`config.mk`:
```
export PLATFORM = sky130hd
export DESIGN_NAME = top_module_xnor
export DESIGN_NICKNAME = d
export VERILOG_FILES = /design/src/rtl/top_module_xnor_pkg.sv /design/src/rtl/top_module_xnor_sat_counter.sv /design/src/rtl/top_module_xnor.sv
export SDC_FILE = /design/constraint.sdc
export NUM_CORES = 1
export LEC_CHECK = 0
export ABC_AREA = 0
export CAP_MARGIN = 15
export CORE_AREA = 2 2 61 63
export DETAILED_ROUTE_END_ITERATION = 8
export DIE_AREA = 0 0 63 65
export HOLD_SLACK_MARGIN = 0.02
export PLACE_DENSITY = 0.83
export SKIP_CTS_REPAIR_TIMING = 1
export SYNTH_ARGS = -nofsm -noshare
export SYNTH_HDL_FRONTEND = slang
export SYNTH_HIERARCHICAL = 1
export SYNTH_SLANG_ARGS = --single-unit
```
`constraint.sdc`:
```
create_clock -name clk -period 5 [get_ports clk]
set_clock_uncertainty 0.05 [all_clocks]
set_input_delay 0.5 -clock clk [delete_from_list [all_inputs] [get_ports clk]]
set_output_delay 0.5 -clock clk [all_outputs]
set_load 0.03 [all_outputs]
```
`src/rtl/top_module_xnor_pkg.sv`:
```
// Shared constants for the XNOR comparator block and its event counters.
package top_module_xnor_pkg;

    localparam int unsigned CNT_W_DEF = 16;
    localparam int unsigned CNT_W_MIN = 4;
    localparam int unsigned CNT_W_MAX = 32;

endpackage

```
`src/rtl/top_module_xnor_sat_counter.sv`:
```
// Up-counter that sticks at all-ones; synchronous active-high clear.
module sat_counter
    import top_module_xnor_pkg::*;
#(
    parameter int unsigned WIDTH = CNT_W_DEF
) (
    input  logic             clk,
    input  logic             reset,
    input  logic             inc,
    output logic [WIDTH-1:0] count
);

    logic [WIDTH-1:0] count_q;
    logic [WIDTH-1:0] count_d;

    always_comb begin
        count_d = count_q;
        if (inc && (count_q != '1)) begin
            count_d = count_q + WIDTH'(1);
        end
    end

    // Clear wins over any pending increment or saturation.
    always_ff @(posedge clk) begin
        if (reset) begin
            count_q <= '0;
        end else begin
            count_q <= count_d;
        end
    end

    assign count = count_q;

endmodule

```
`src/rtl/top_module_xnor.sv`:
```
// Combinational XNOR of x and y, with a registered copy and saturating counters
// of sampled cycles and of cycles where x equals y.
module top_module_xnor
    import top_module_xnor_pkg::*;
#(
    parameter int unsigned CNT_W = CNT_W_DEF
) (
    input  logic             clk,
    input  logic             reset,
    input  logic             x,
    input  logic             y,
    output logic             z,
    output logic             z_q,
    output logic [CNT_W-1:0] eq_count,
    output logic [CNT_W-1:0] sample_count,
    output logic             sat
);

    if ((CNT_W < CNT_W_MIN) || (CNT_W > CNT_W_MAX)) begin : g_bad_cnt_w
        $error("top_module_xnor: CNT_W out of range");
    end

    logic z_reg_q;
    logic z_reg_d;

    assign z = ~(x ^ y);

    always_comb begin
        z_reg_d = z;
    end

    always_ff @(posedge clk) begin
        if (reset) begin
            z_reg_q <= 1'b0;
        end else begin
            z_reg_q <= z_reg_d;
        end
    end

    assign z_q = z_reg_q;

    // Both counters clear together, so eq_count can never overtake sample_count.
    sat_counter #(.WIDTH(CNT_W)) u_eq_cnt (
        .clk   (clk),
        .reset (reset),
        .inc   (z),
        .count (eq_count)
    );

    sat_counter #(.WIDTH(CNT_W)) u_sample_cnt (
        .clk   (clk),
        .reset (reset),
        .inc   (1'b1),
        .count (sample_count)
    );

    assign sat = (eq_count == '1) || (sample_count == '1);

endmodule

```
== Yosys cells after proc, flatten, opt, wreduce, memory -nomap -nowiden ==
Cells that the tools add are included.
Word-level totals
  output and inout bits: 35
  register bits after elaboration: 33
  logic and storage cells: 13
  input port bits: 4
Operators by class
  bitwise logic cells: 2
  eq/ne operators: 4
  add/subtract/negate cells: 2
  reduce and logical (&&, ||, !) cells: 2
Operators by type and width (number)
  $add A16 B1 Y16 const B: 2
  $eq A16 B16 Y1 const B: 2
  $ne A16 B16 Y1 const B: 2
  $logic_and A1 B1 Y1: 1
  $logic_or A1 B1 Y1: 1
  $not A1 Y1: 1
  $xor A1 B1 Y1: 1

== Logic depth before layout (Yosys ltp) ==
  word-level depth: 3
  mapped depth: 6
  gate-level depth less buffers: 5

== Modules after synthesis ==
Netlist, hierarchy kept.
By module, submodules not included
  sat_counter: cells an instance 99, times used 2, area an instance 848.3 µm², seq. area each 320.3 µm²
  top_module_xnor: cells an instance 15, times used 1, area an instance 107.6 µm², seq. area each 20.0 µm²

== Worst setup path after synthesis ==
Ideal clock, no wire load.
  path type: in2reg
  from: input y
  to: register u_eq_cnt.count_q[9], in the netlist u_eq_cnt/count[9]
  required time: 4880 ps
  cell stages on the path: 5
  setup slack: 2638 ps
  setup time: 70 ps
  arrival time: 2242 ps
  path through: xnor2_1 nand2_1 clkbuf_1 or4_1 a21oi_1
On the way
  word-level cells in the longest chain between the ends: 3
RTL lines
  start: declaration: line top_module_xnor.sv:11  | input logic y,
  $xor A1 B1 Y1: line top_module_xnor.sv:26  | assign z = ~(x ^ y);
  $not A1 Y1: line top_module_xnor.sv:26
  $logic_and A1 B1 Y1: line top_module_xnor_sat_counter.sv:18  | if (inc && (count_q != '1)) begin
  end signal: assignment: line top_module_xnor_sat_counter.sv:28  | count_q <= count_d;
  end: declaration: line top_module_xnor_sat_counter.sv:13  | logic [WIDTH-1:0] count_q;
No other way between the ends.
A chain may end at the register's enable or synchronous reset.

== Final worst setup path ==
  from: register u_eq_cnt.count_q[4], in the netlist u_eq_cnt/count[4]
  to: output sat
On the way
  word-level cells in the longest chain between the ends: 2
RTL lines
  $eq A16 B16 Y1: line top_module_xnor.sv:57  | assign sat = (eq_count == '1) || (sample_count == '1);
  $logic_or A1 B1 Y1: line top_module_xnor.sv:57
  end: declaration: line top_module_xnor.sv:16  | output logic sat
No other way between the ends.

==> metrics.yaml <==
power:
  power_leakage_nw: 0.7299
  finalPower_uw: 464.1
  p_int_uw: 347.4
  clkPwrFrac_pct: 33.4
  pwr-share-comb_pct: 8.0
  vdd_ir_drop_max_mv: 0.1707
  switchingPower_uw: 116.7
  power_density_nw_per_um2: 202.0
  switching_share_pct: 25.14
  seq_power_share_pct: 58.5
detailed_routing:
  drt-total-wl_um: 4303
  dr.pass1.iters: 4
  via_count: 1843
  drtIter0Drc: 123
  ant_nets: 0
  viasPerCell: 6.043
  routedWlPerCell_um: 14.11
  drcViolationCount: 0
synth:
  yosysMostFrequentCell: "dfxtp_1"
  synth_edf_count: 0
  synth_area_leaders: "dfxtp_1, or4_1, a21oi_1"
  synth.cell_area_um2: 1804
  async_reset_ff_share_pct: 0
  synthTopCellsByCount: "dfxtp_1, a21oi_1, or4_1, nand4_1, nand2_1"
  synth_top_area_share_pct: 36.62
  synth.distinct_cells: 32
  yosys_warnings: 6
  synth_cells: 213
  postSynthAreaPerCell_um2: 8.471
  ys_seq_area_share_pct: 36.62
  ys.flop_type: "dfxtp_1"
  synth_top_area_cell: "dfxtp_1"
  synth-seq-cells: 33
global_route:
  grt_start_max_net_pins: 36
  grt_pass1_vias: 1601
  grt_overflow: 0
  antenna_found_initial: 0
  grt_first_pass_wirelength_um: 7327
  grt_use_total_pct: 22.63
setup_path:
  cp-end-kind: "output pin"
  start_kind: "flip-flop"
  crit_family: "simple AND/OR/NAND/NOR gates"
  worstPathArrival_ns: 2.28
  worstPathRequired_ns: 4.45
  crit_buf_inv: 1
  cp_max_fo: 7
  cpPeakStageDelay_ns: 0.66
  crit_chain: "nand4_1 > or4_1 > nand2_1 > clkdlybuf4s50_1"
  critPathSlowestCell: "clkdlybuf4s50_1"
  worstSetupPathType: "reg -> out"
timing:
  setup_viol: 0
  post-route-period-util_pct: 56.54
  tns_ns: 0
  slew_viol_final: 0
  timing.final.crit_period_ns: 2.827
  max-slew-margin-rel_pct: 45.80
  worst_slack_ns: 2.173
  whs_ns: 0.4982
  rsz0062_at_grt: "no"
  worst_slew_pin_slew_ns: 0.8069
  hold_viol: 0
  max_freq_mhz: 353.7
clocking:
  clockBufferDepth: 2
  cts_tree: "done"
  clk_pin_slew_ns: 0.10
  cts-root-buf: "clkbuf_4"
  clock_sinks: 33
  clock_latency_ns: 0.33
  cts_made_buffers: 5
  cts-htree-levels: 2
die:
  start_util_pct: 51.61
  core-area_um2: 3496
  fp-row-count: 22
  ios: 39
  die_x_um: 63
  die_area_um2: 4095
  die_h_um: 65
placement:
  placed_cells: 298
  io_buffer_count: 38
  dp_slack_ns: 2.236
  gp_congestion: 0.9132
  dp.final_hpwl_um: 2839
hold_path:
  hp-class: "reg -> reg"
final_layout:
  diodes: 0
  layout-drive-gt1-share_pct: 5.837
  nets: 263
  n_fill_cell: 305
  instances_no_fill: 305
  area_growth_pct: 27.32
outcome:
  status: "finished, final reports clean"
run:
  max_cap_violations: 0
## worst min-delay path: cells and delay by family, from the launching register on
family,cells,cell delay (ns)
AOI/OAI and AO/OA,2,0.13
DFF,1,0.37
## metal layers
metal	GRT usage, %	wire [um]
met1	28.69	2038
met2	34.84	1890
met3	6.424	263
met4	11.94	110
met5	0	0
## metrics by stage
stage / area (um^2) / util [%]
2_1_floorplan: 1827 / -
3_3_place_gp: 2242 / 64.14
3_5_place_dp: 2242 / 64.14
4_1_cts: 2297 / 65.71
5_1_grt: 2297 / 65.71
6_report: 2297 / 65.71
## path summary, 6_finish.rpt
| kind | cells after the start | slack [ns] | from | to |
|---|---|---|---|---|
| min | 2 | 0.50 | u_sample_cnt/count[9]$_SDFFE_PP0P_ | u_sample_cnt/count[9]$_SDFFE_PP0P_ |
| max reg2reg | 5 | 2.88 | u_sample_cnt/count[0]$_SDFFE_PP0P_ | u_sample_cnt/count[11]$_SDFFE_PP0P_ |
| max | 4 | 2.17 | u_eq_cnt/count[4]$_SDFFE_PP0P_ | sat |
| min reg2reg | 2 | 0.50 | u_sample_cnt/count[9]$_SDFFE_PP0P_ | u_sample_cnt/count[9]$_SDFFE_PP0P_ |
## logic make-up after synthesis
family / Yosys count / synth area share, %
AO/OA/AOI/OAI: 46 / 15.53
flip-flops: 33 / 36.62
multiplexers: 4 / 2.358
adder cells (fa/ha/maj): 2 / 1.387
buffers and inverters: 14 / 3.051
XOR/XNOR: 5 / 2.427
other: 1 / 0.2078
AND/OR/NAND/NOR: 108 / 38.42
## placed cells by master (no fill, tap or decap)
cell,instances
nor4_4,2
dfxtp_1,33
clkbuf_1,1
ha_1,2
o41ai_1,2
clkbuf_4,5
nand4_4,2
or4_1,16
nand3b_1,2
nand2_1,13
clkdlybuf4s50_1,38
or3_1,6
conb_1,7
a21oi_1,20
nor2b_1,5
nand4_1,14
nand2_2,2
nor2_1,12
o21a_1,2
mux2_2,2
nor3_1,8
nand3_1,12
o31ai_1,12
nor4bb_1,2
and4_1,6
clkbuf_8,1
xnor2_1,5
mux2i_1,2
o21ai_0,8
buf_4,1
inv_1,6
and3_1,2
o311ai_0,2
nor4_1,4
## registers in the layout (all words and copies together), names as in the netlist
name	cells
u_eq_cnt/count	16
u_sample_cnt/count	16
z_q	1
## power groups by stage
stage | registers [mW] | clock network (mW) | logic, mW
final | 0.272 | 0.155 | 0.0373
after detailed placement | 0.277 | 0 | 0.0366
after CTS | 0.271 | 0.161 | 0.0370
after floorplan | 0.284 | 0 | 0.0155
after global routing | 0.272 | 0.170 | 0.0408
after global placement | 0.277 | 0 | 0.0363
## cell type report
cell class / instances / area (um^2) / share of cell area [%]
Sequential cell: 33 / 660.6 / 28.76
Timing Repair Buffer: 39 / 387.9 / 16.88
Tap cell: 48 / 60.06 / 2.614
Inverter: 6 / 22.52 / 0.9804
Multi-Input combinational cell: 172 / 1111 / 48.37
Clock buffer: 7 / 55.05 / 2.397
(Power assumes the default switching activity.)
==> RTL edit 1: new RTL, same settings <==
Remove the register `z_reg_q`: a continuous assignment takes its place, so the output `z_q` follows one clock earlier.
--- a/src/rtl/top_module_xnor.sv
+++ b/src/rtl/top_module_xnor.sv
@@ -31,9 +31,3 @@
 
-    always_ff @(posedge clk) begin
-        if (reset) begin
-            z_reg_q <= 1'b0;
-        end else begin
-            z_reg_q <= z_reg_d;
-        end
-    end
+    assign z_reg_q = z_reg_d;
 
Formal check against the unedited RTL: not equivalent (Yosys sat finds a counterexample within 4 cycles, from zero or initial values and one cycle with reset high).
==> RTL edit 1 against the unedited design <==
- design area barely moved
- area after synthesis shrank 1.0%
- combinational power about the same
- clock power increased by 28%
- power up 7.6%
- via count decreased by 1.8%
- sequential cell count shrank 1
- worst setup slack improved by 0.021 ns
- wire length down 1.4%
- critical endpoint is now z_q
- largest cell class unchanged
- highest routed layer unchanged
==> RTL edit 1: results <==
metrics = {
    "critical_path": {
        "slowest_delay_ns": 0.80,
        "cpMaxStageDelayCell": "clkdlybuf4s50_1",
        "crit_arrival_ns": 2.26,
        "cp_max_fo": 9,
        "cp_top_family": "buffers and inverters",
    },
    "routing": {
        "drtPass1Iterations": 4,
        "num_vias": 1810,
        "routed_wirelength_mm": 4.24,
        "drtIter0Drc": 130,
    },
    "worst_hold_path": {
        "hp-class": "reg2reg",
    },
    "cts": {
        "numCtsBuffers": 5,
        "clk_latency_ns": 0.35,
        "max-clock-path-buffers": 2,
        "root_buffer": "clkbuf_4",
        "clk_pin_slew_ns": 0.11,
        "htreeDepth": 2,
    },
    "synthesis": {
        "yosysWarnings": 6,
        "synth_flop_cell": "dfxtp_1",
        "synthTopCellsByArea": "dfxtp_1 (36%), or4_1 (6.7%), a21oi_1 (5.6%)",
        "syn_avg_cell_area_um2": 8.42,
        "synth_common_cells": "dfxtp_1 (32), a21oi_1 (20), or4_1 (16), nand4_1 (14), nand2_1 (13)",
        "async_flop_share": 0,
        "yosysUniqueCellTypes": 33,
        "synth_edf_count": 0,
        "synth-seq-area-share": 0.359,
    },
    "layout": {
        "drive_gt1_frac": 0.0664,
        "layout.cells.non_filler": 304,
        "antennaDiodeCount": 0,
        "final_nets": 261,
    },
    "power_and_ir_drop": {
        "p_leak_nw": 0.730,
        "ir_worst_vdd_uv": 219,
        "p_sw_frac": 0.246,
    },
    "placed_design": {
        "place_hpwl_mm": 2.89,
        "place_area_um2": 2220,
        "gp_congestion": 0.831,
        "io_buffers": 38,
    },
    "status": {
        "outcome": "complete, no violations",
    },
    "global_route": {
        "grt_max_degree": 35,
        "grt_pass1_vias": 1555,
        "antenna_found_initial": 0,
        "grt_pass1_wl_mm": 6.98,
        "grt_use_total": 0.216,
    },
    "sta": {
        "slew_headroom": 0.455,
    },
}
[RTL edit 1: cell types whose count changed after synthesis, sizes merged]
cell	change
buf	+1
dfxtp	-1
nor2b	-1
[RTL edit 1: kinds of logic after synthesis]
group                      Yosys count  synth area share
and+or+nand+nor                    107             0.385
AOI/OAI and AO/OA                   46             0.157
DFF                                 32             0.359
buffers and inverters               15            0.0350
xor gates and xnor gates             5            0.0245
muxes                                4            0.0238
adders and majority gates            2            0.0140
other                                1           0.00210
[RTL edit 1: layout make-up]
| cell class | count | area [um^2] |
|---|---|---|
| clock inverters | 3 | 42.5 |
| repair buffers | 39 | 388 |
| well taps | 48 | 60.1 |
| fillers | 315 | 1200 |
| inverters | 6 | 22.5 |
| flip-flops and latches | 32 | 641 |
| multi-input cells | 171 | 1100 |
| clock buffers | 5 | 37.5 |
[RTL edit 1: per-stage QoR]
step,utilization,total power [mW],setup slack [ns],hold slack [ns]
3_5_place_dp,0.634,0.306,2.23,0.488
2_1_floorplan,-,0.291,2.62,0.596
4_1_cts,0.657,0.505,2.17,0.511
6_report,0.657,0.499,2.19,0.509
3_3_place_gp,0.634,0.305,2.25,0.483
5_1_grt,0.657,0.519,2.08,0.540
[RTL edit 1: path summary, 6_finish.rpt]
check,from,to,slack [ns],cells past startpoint
setup / recovery,y,z_q,2.19,3
hold / removal,u_sample_cnt/count[0],u_sample_cnt/count[0],0.51,2
setup reg to reg,u_sample_cnt/count[13],u_sample_cnt/count[11],2.89,4
hold reg to reg,u_sample_cnt/count[0],u_sample_cnt/count[0],0.51,2
[RTL edit 1: tightest hold or removal path, delay by kind of cell, from the launching register on]
family	cells	cell delay (ns)
flip-flops	1	0.38
AO/OA/AOI/OAI	2	0.15
[RTL edit 1: power by group through the flow]
stage / registers, mW / logic [mW] / clock network, mW
after global placement: 0.269 / 0.0367 / 0
after floorplan: 0.273 / 0.0181 / 0
after global routing: 0.264 / 0.0405 / 0.215
after CTS: 0.263 / 0.0374 / 0.204
after detailed placement: 0.269 / 0.0372 / 0
final: 0.263 / 0.0374 / 0.199
[RTL edit 1: layer usage]
metal / part of all wire / GRT usage / wire [um] / vias to the layer above
met5: 0 / 0 / 0 / -
met4: 0.017 / 0.0917 / 73 / 0
met3: 0.057 / 0.0521 / 242 / 7
met2: 0.49 / 0.363 / 2100 / 65
met1: 0.43 / 0.263 / 1830 / 832
li1: - / - / - / 906
==> RTL edit 2: new RTL, same flow settings <==
Without the edit above. Change the package constant `CNT_W_DEF` from 16 to 18.
--- a/src/rtl/top_module_xnor_pkg.sv
+++ b/src/rtl/top_module_xnor_pkg.sv
@@ -3,3 +3,3 @@
 
-    localparam int unsigned CNT_W_DEF = 16;
+    localparam int unsigned CNT_W_DEF = 18;
     localparam int unsigned CNT_W_MIN = 4;
Ports: changed (resized eq_count and sample_count); port bits go from 39 to 43. No check against the original RTL was run, so the function may have changed too.
==> RTL edit 2 against the unedited design <==
- non-clock buffer count up 4
- wire length increased by 21%
- area after synthesis rose by 17%
- design area rose by 16%
- worst setup slack worse by 0.14 ns
- power increased by 16%
- combinational power is 32% higher
- clock power up 18%
- sequential cell count increased by 4
- critical path type unchanged
- largest power group unchanged
- highest routed layer unchanged
==> RTL edit 2: results <==
metrics = {
    "global_route": {
        "grt_use_total": 0.267,
        "grt_max_degree": 54,
        "grt_pass1_wl_mm": 8.78,
        "grt_pass1_vias": 1925,
    },
    "synthesis": {
        "muxShareOfSynthArea": 0.0945,
        "synthTopCellsByArea": "dfxtp_1 (35%), mux2_1 (8.5%), nor2b_1 (5.0%)",
        "yosysUniqueCellTypes": 39,
        "synthAdderAreaFrac": 0.0118,
        "synth-compound-area-share": 0.129,
        "synth_common_cells": "dfxtp_1 (37), nand2_1 (22), nor2_1 (20), nor2b_1 (17), mux2_1 (16)",
        "synth-seq-area-share": 0.349,
        "ys_ff_latch": 37,
    },
    "layout": {
        "register_area_um2": 741,
        "multi_input_area_share": 0.497,
        "drive_gt1_frac": 0.0629,
        "signal_buffers": 43,
        "nonClkBufAreaFrac": 0.160,
        "nMultiInputCombCells": 202,
        "fill_cells": 286,
        "inverters": 12,
        "final_nets": 307,
        "clock_area_frac": 0.0262,
        "final_core_util": 0.764,
    },
    "routing": {
        "routed-wl-met2_mm": 2.61,
        "avgViaCountPerCell": 6.05,
        "met3_length_um": 270,
        "wl_met1_mm": 2.20,
    },
    "critical_path": {
        "cp_max_fo": 9,
        "crit_arrival_ns": 2.42,
        "r2r_end": "u_sample_cnt/count[14]",
        "r2r_slack_ns": 2.89,
    },
    "placed_design": {
        "place_hpwl_mm": 3.63,
        "gp_congestion": 0.855,
        "place_area_um2": 2600,
        "pre_cts_slack_ns": 2.16,
        "io_buffers": 42,
    },
    "power_and_ir_drop": {
        "switchingPower_mw": 0.139,
        "seq_power_share": 0.569,
        "clkPwrFrac": 0.340,
        "p_leak_nw": 0.941,
    },
    "cts": {
        "clk_latency_ns": 0.36,
    },
    "sta": {
        "worst_pin_slew_ns": 0.516,
    },
    "status": {
        "outcome": "complete, no violations",
    },
}
[RTL edit 2: worst min path at each step]
stage,startpoint,to,slack (ns),depth (start not counted)
after global routing,u_eq_cnt/count[6],u_eq_cnt/count[6],0.56,2
after global placement,u_sample_cnt/count[1],u_sample_cnt/count[1],0.47,2
final,u_sample_cnt/count[1],u_sample_cnt/count[1],0.51,2
after detailed placement,u_sample_cnt/count[1],u_sample_cnt/count[1],0.48,2
after CTS,u_eq_cnt/count[1],u_eq_cnt/count[1],0.51,2
after floorplan,reset,z_q,0.52,1
[RTL edit 2: through the flow]
step	hold slack (ns)	total power, mW	std cells
detailed placement	0.479	0.362	342
finish	0.508	0.539	350
floorplan	0.522	0.341	257
global route	0.556	0.562	350
CTS	0.509	0.543	350
global placement	0.466	0.360	342
[RTL edit 2: critical path, stage by stage, from the launching register on]
cell	delay [ns]
dfxtp_1	0.49
nand4_1	0.13
or4_1	0.55
o22ai_1	0.20
clkdlybuf4s50_1	0.70
